## config.mk

```make
export PLATFORM = sky130hd
export DESIGN_NAME = lc3_control_unit
export DESIGN_NICKNAME = d
export VERILOG_FILES = /design/src/rtl/lc3_control_unit.sv
export SDC_FILE = /design/constraint.sdc
export NUM_CORES = 1
export LEC_CHECK = 0
export CAP_MARGIN = 30
export CORE_MARGIN = 3
export CORE_UTILIZATION = 57
export DETAILED_ROUTE_END_ITERATION = 16
export DONT_BUFFER_PORTS = 1
export GPL_TIMING_DRIVEN = 0
export PLACE_DENSITY = 0.75
export SLEW_MARGIN = 0
export SYNTH_ARGS = -nofsm -noshare
export SYNTH_HDL_FRONTEND = slang
export SYNTH_SLANG_ARGS = --single-unit
```

## constraint.sdc

```tcl
create_clock -name Clk -period 1.7 [get_ports Clk]
set_input_delay 0.17 -clock Clk [delete_from_list [all_inputs] [get_ports Clk]]
set_output_delay 0.17 -clock Clk [all_outputs]
set_load 0.05 [all_outputs]
```

## src/rtl/lc3_control_unit.sv

```systemverilog
// Moore sequencer for the LC-3 subset datapath: fetch/decode/execute control,
// plus SRAM strobes with a MEM_WAIT-cycle access window.
module lc3_control_unit #(
    parameter int unsigned MEM_WAIT = 2
) (
    input  logic       Clk,
    input  logic       Reset,
    input  logic       Run,
    input  logic       Continue,
    input  logic [3:0] Opcode,
    input  logic       IR_5,
    input  logic       BEN,
    output logic       LD_MAR,
    output logic       LD_MDR,
    output logic       LD_IR,
    output logic       LD_BEN,
    output logic       LD_CC,
    output logic       LD_REG,
    output logic       LD_PC,
    output logic       LD_LED,
    output logic       GatePC,
    output logic       GateMDR,
    output logic       GateALU,
    output logic       GateMARMUX,
    output logic [1:0] PCMUX,
    output logic [1:0] ADDR2MUX,
    output logic [1:0] ALUK,
    output logic       DRMUX,
    output logic       SR1MUX,
    output logic       SR2MUX,
    output logic       ADDR1MUX,
    output logic       MIO_EN,
    output logic       Mem_OE,
    output logic       Mem_WE
);

    typedef enum logic [4:0] {
        HALTED, S18, S33, S35, S32, S01, S05, S09, S00, S22, S12,
        S04, S21, S06, S07, S25, S27, S23, S16, SP1, SP2
    } state_t;

    localparam logic [2:0] WAIT_LAST = 3'(MEM_WAIT - 1);

    state_t     state_q, state_d;
    logic [2:0] cnt_q, cnt_d;
    logic       led_q, led_d;

    always_ff @(posedge Clk) begin
        if (Reset) begin
            state_q <= HALTED;
            cnt_q   <= '0;
            led_q   <= 1'b0;
        end else begin
            state_q <= state_d;
            cnt_q   <= cnt_d;
            led_q   <= led_d;
        end
    end

    // Counter defaults to 0 so it is cleared whenever a wait state is entered.
    always_comb begin
        state_d = state_q;
        cnt_d   = '0;
        unique case (state_q)
            HALTED: if (Run) state_d = S18;
            S18:    state_d = S33;
            S33:    if (cnt_q == WAIT_LAST) state_d = S35; else cnt_d = cnt_q + 3'd1;
            S35:    state_d = S32;
            S32: begin
                unique case (Opcode)
                    4'b0001: state_d = S01;
                    4'b0101: state_d = S05;
                    4'b1001: state_d = S09;
                    4'b0000: state_d = S00;
                    4'b1100: state_d = S12;
                    4'b0100: state_d = S04;
                    4'b0110: state_d = S06;
                    4'b0111: state_d = S07;
                    4'b1101: state_d = SP1;
                    default: state_d = S18;
                endcase
            end
            S01, S05, S09, S22, S12, S21, S27: state_d = S18;
            S00:    state_d = BEN ? S22 : S18;
            S04:    state_d = S21;
            S06:    state_d = S25;
            S07:    state_d = S23;
            S25:    if (cnt_q == WAIT_LAST) state_d = S27; else cnt_d = cnt_q + 3'd1;
            S23:    state_d = S16;
            S16:    if (cnt_q == WAIT_LAST) state_d = S18; else cnt_d = cnt_q + 3'd1;
            SP1:    if (Continue) state_d = SP2;
            SP2:    if (!Continue) state_d = S18;
            default: state_d = HALTED;
        endcase
        led_d = (state_d == SP1) && (state_q != SP1);
    end

    always_comb begin
        LD_MAR = 1'b0; LD_MDR = 1'b0; LD_IR = 1'b0; LD_BEN = 1'b0;
        LD_CC = 1'b0; LD_REG = 1'b0; LD_PC = 1'b0; LD_LED = 1'b0;
        GatePC = 1'b0; GateMDR = 1'b0; GateALU = 1'b0; GateMARMUX = 1'b0;
        PCMUX = 2'd0; ADDR2MUX = 2'd0; ALUK = 2'd0;
        DRMUX = 1'b0; SR1MUX = 1'b0; SR2MUX = 1'b0; ADDR1MUX = 1'b0; MIO_EN = 1'b0;
        Mem_OE = 1'b1; Mem_WE = 1'b1;
        unique case (state_q)
            S18: begin GatePC = 1'b1; LD_MAR = 1'b1; LD_PC = 1'b1; end
            S33, S25: begin MIO_EN = 1'b1; Mem_OE = 1'b0; LD_MDR = 1'b1; end
            S35: begin GateMDR = 1'b1; LD_IR = 1'b1; end
            S32: LD_BEN = 1'b1;
            S01, S05, S09: begin
                SR1MUX = 1'b1; SR2MUX = IR_5; GateALU = 1'b1;
                DRMUX = 1'b1; LD_REG = 1'b1; LD_CC = 1'b1;
                ALUK = (state_q == S01) ? 2'd0 : (state_q == S05) ? 2'd1 : 2'd2;
            end
            S22: begin ADDR2MUX = 2'd2; PCMUX = 2'd2; LD_PC = 1'b1; end
            S12: begin SR1MUX = 1'b1; ADDR1MUX = 1'b1; PCMUX = 2'd2; LD_PC = 1'b1; end
            S04: begin GatePC = 1'b1; LD_REG = 1'b1; end
            S21: begin ADDR2MUX = 2'd3; PCMUX = 2'd2; LD_PC = 1'b1; end
            S06, S07: begin
                SR1MUX = 1'b1; ADDR1MUX = 1'b1; ADDR2MUX = 2'd1;
                GateMARMUX = 1'b1; LD_MAR = 1'b1;
            end
            S27: begin GateMDR = 1'b1; DRMUX = 1'b1; LD_REG = 1'b1; LD_CC = 1'b1; end
            // Store data reaches MDR through the address adder (SR + 0).
            S23: begin ADDR1MUX = 1'b1; GateMARMUX = 1'b1; LD_MDR = 1'b1; end
            S16: Mem_WE = 1'b0;
            SP1: LD_LED = led_q;
            default: ;
        endcase
    end

endmodule

```

==> impl_metrics.toml, run 1 <==
[clocking]
root_buffer = "clkbuf_4"
cts_hold_buf = 1
clockBufferDepth = 2
htree_levels = 1
cts.sinks = 9
cts_setup_buffers = 24
numCtsBuffers = 3
cts_resized = 65

[logic_synthesis]
synth_compound_area_share_pct = 26.3
synth_area_leaders = "dfxtp_1 (16%), nor2_1 (7.8%), a21oi_1 (4.8%)"
synthesis.area_um2 = 1160
synthAdderAreaFrac_pct = 3.02
synthFlopType = "dfxtp_1"
synth_fp_nets = 171
synthArstFlopShare_pct = 0
syn_inst = 159
synth.area.mux_share_pct = 0.864
yosysMostFrequentCell = "nor2_1"
synth_top_area_share_pct = 15.6
synth.avg_cell_area_um2 = 7.29
ys_types = 63
synth_edf_count = 0
ys_top_cells_by_count = "nor2_1 (24), a21oi_1 (11), nand2_1 (11), dfxtp_1 (9), o21ai_1 (7)"
ys_warn_count = 0
synth_xor_xnor_area_share_pct = 2.27
synth_top_family_by_area = "simple AND/OR/NAND/NOR gates"
synth-simple-area-share_pct = 39.8
synth_top_area_cell = "dfxtp_1"
synth-seq-cells = 9
ys_seq_area_share_pct = 15.6

[placed_design]
port_buffers = 0
hpwl_um = 2450
gp_congestion = 0.937

[run_status]
status = "stopped before the end"
haltStage = "4_1_cts"
tool.error = "[ERROR DPL-0038] Utilization greater than 100%, impossible to legalize"

[floorplanning]
io_pins = 35
die_y_um = 51.1
fp.dieW_um = 51.1
rows = 15
start_util_pct = 63.6
-- per-stage QoR --
stage | util [%] | hold WS, ns | setup WS, ns | std cells | cell area, um2
floorplan | - | 0.243 | -0.108 | 159 | 1310
global placement | 73.7 | 0.251 | -0.294 | 184 | 1340
detailed placement | 73.7 | 0.250 | -0.297 | 184 | 1340
-- cells by family after synthesis --
kind of cell | after synthesis
other | 1
xor gates and xnor gates | 3
AOI/OAI and AO/OA | 44
adders and majority gates | 3
muxes | 1
DFF | 9
and+or+nand+nor | 77
buffers and inverters | 21
==> run 2, diff against run 1 <==
CORE_AREA = 3 3 64 66   (was default)
CORE_MARGIN = default   (was 3)
CORE_UTILIZATION = default   (was 57)
DIE_AREA = 0 0 67 69   (was default)
PLACE_DENSITY = default   (was 0.75)
PLACE_DENSITY_LB_ADDON = 0.15   (was default)
clock period = 2.21 ns   (was 1.7 ns; I/O delays follow)
==> impl_metrics.toml, run 2 <==
[timing]
setup_viol = 0
rsz0062_at_grt = "yes"
hold_violations = 0
slew_headroom_pct = 56.3
timing.final.ws_setup_ns = 0.0746
slew_violations = 0
timing.hold.ws_ns = 0.0729
skew_ns = 0.00233
worst_slew_pin_slew_ns = 0.651
min_period_ns = 2.14
fin_crit_sh_pct = 96.6
fmax_mhz = 468

[clocking]
numCtsBuffers = 3
clkLatencyLatePin_ns = 0.22
cts.sinks = 9
path_clk_slew_ns = 0.04
cts_hold_buf = 0
htree_levels = 1
cts_setup_buffers = 0
root_buffer = "clkbuf_8"
cts_tree = "done"
clockBufferDepth = 2

[final_layout]
drive_above_1_share_pct = 33.3
areaGrowthSynthToFinish_pct = 23.9
largest_reg_flops = 5
post-route-cell-area_um2 = 1440
largest_registers = "state_q: 5 flops, cnt_q: 3 flops, led_q: 1 flops"
layout_common_cells = "nor2_1 (16), nand2_1 (10), a21oi_1 (10)"
diodes = 0
largest_register = "state_q"
layout_commonest_cell = "nor2_1"
final_nets = 178

[routing]
drc_errors = 0
drtIter0Drc = 74
first_pass_iters = 4
routedWlPerCell_um = 16.0
vias_per_cell = 5.63
wirelength_um = 3420
final_antenna_net_count = 0
via_count = 1200

[job]
drv_cap = 0

[global_route]
grt_use_total_pct = 14.5
grt_pass1_vias = 1114
grt_start_max_net_pins = 11
antenna_found_initial = 0
grt_pass1_wl_um = 5400
grt_overflow = 0

[floorplanning]
die_area_um2 = 4620
rows = 22
coreArea_um2 = 3630
io_pins = 35
start_util_pct = 31.9
die_y_um = 69
fp.dieW_um = 67

[power_and_ir_drop]
seqPwrFrac_pct = 19.6
p_sw_w = 0.000480
switching_share_pct = 49.6
powerDensity_nw_per_um2 = 674
irDropWorstVdd_mv = 0.310
pwr-share-comb_pct = 61.8
p_int_w = 0.000488
power.share.clock_pct = 18.6
total_leakage_power_nw = 0.497

[critical_path]
cp-end-kind = "output port"
cp_max_fo = 10
crit-reg2reg-launch = "state_q[4]"
worst_ep_arrival_time_ns = 1.91
cp.required_ns = 1.99
critical_path_class = "reg2out"
crit_family = "buffers and inverters"
crit_chain = "buf_6, clkbuf_2, inv_1, a211oi_1, nor2_1, nor2_2"
reg2regPathDepth = 6
rrSetupSlack_ns = 0.12
worst-path-stages = 6
worst_r2r_endpoint = "led_q"
start_kind = "flip-flop"
cp_slowest_stage_delay_ns = 0.44
path_buf_inv = 3
crit_path_top_delay_cell = "nor2_2"

[logic_synthesis]
synthFlopType = "dfxtp_1"
yosysMostFrequentCell = "nor2_1"
syn_inst = 159
ys_types = 63
synthArstFlopShare_pct = 0
synth-seq-cells = 9
synth_top_area_share_pct = 15.6
synth_top_area_cell = "dfxtp_1"
ys_warn_count = 0
synthesis.area_um2 = 1160
synth.avg_cell_area_um2 = 7.29
synth_fp_nets = 171
ys_seq_area_share_pct = 15.6
synth_area_leaders = "dfxtp_1 (16%), nor2_1 (7.8%), a21oi_1 (4.8%)"
ys_top_cells_by_count = "nor2_1 (24), a21oi_1 (11), nand2_1 (11), dfxtp_1 (9), o21ai_1 (7)"
synth_edf_count = 0

[placed_design]
dpl_cell_area_um2 = 1260
gp_congestion = 0.900
hpwl_um = 2590
place_ws_ns = -0.261
port_buffers = 0

[min_path]
hold_depth = 1
hold_path_class = "in2reg"
hold_start = "Reset"
worstHoldEndpoint = "state_q[4]"

[run_status]
status = "finished, final reports clean"
==> run 2: cell counts after synthesis <==
No cell type changed its count.
==> run 2: area by class of cell <==
type,instances,area [um2]
timing repair buffer,2,15.0
inverter,6,26.3
buffer,15,125
fill,405,2200
clock buffer,4,45.0
tap,48,60.1
multi-input combinational,129,983
sequential,9,180
==> run 2: logic make-up after synthesis <==
| logic type | share of synthesized area [%] |
|---|---|
| adder cells (fa/ha/maj) | 3.02 |
| buffers and inverters | 11.8 |
| AND/OR/NAND/NOR | 39.8 |
| AO/OA/AOI/OAI | 26.4 |
| XOR/XNOR | 2.27 |
| flip-flops | 15.6 |
| multiplexers | 0.864 |
| other | 0.324 |
==> run 2: stage by stage <==
stage               power [W]  cells  utilization (%)  TNS, ns
finish               0.000967    213             39.5        0
global route          0.00103    213             39.5  -0.0666
CTS                  0.000953    213             38.3        0
detailed placement   0.000726    209             34.8   -0.594
global placement     0.000724    207             34.4    -1.07
floorplan            0.000645    159                -  -0.0683
==> run 2: timing repair <==
| item | in CTS | in global routing |
|---|---|---|
| pin swaps | 0 | 2 |
| resized for setup | 23 | 12 |
| setup endpoints to repair | 17 | 10 |
| endpoints found under the hold margin | 0 | 0 |
==> run 2: per-layer routing <==
| layer | vias up | global-route usage (%) | part of all wire (%) |
|---|---|---|---|
| met4 | 0 | 4.73 | 1.8 |
| met2 | 48 | 23.3 | 48 |
| met1 | 561 | 19.6 | 44 |
| li1 | 583 | - | - |
| met5 | - | 0 | 0 |
| met3 | 8 | 1.79 | 6.0 |
==> run 2: power groups by stage <==
stage | registers, W | clock network [W] | logic (W)
2_1_floorplan | 0.000188 | 0 | 0.000457
4_1_cts | 0.000189 | 0.000188 | 0.000576
5_1_grt | 0.000191 | 0.000200 | 0.000636
3_3_place_gp | 0.000191 | 0 | 0.000534
3_5_place_dp | 0.000192 | 0 | 0.000534
6_report | 0.000190 | 0.000180 | 0.000597
==> run 2: how the worst max path moves through the flow <==
stage / startpoint / endpoint / slack [ns]
2_1_floorplan: state_q[4] / LD_CC / -0.04
6_report: state_q[3] / LD_PC / 0.07
3_3_place_gp: state_q[4] / LD_CC / -0.26
4_1_cts: state_q[4] / LD_CC / 0.04
3_5_place_dp: state_q[4] / LD_CC / -0.26
5_1_grt: state_q[3] / LD_PC / -0.06
Note: power is estimated with default switching activity, not from simulation.
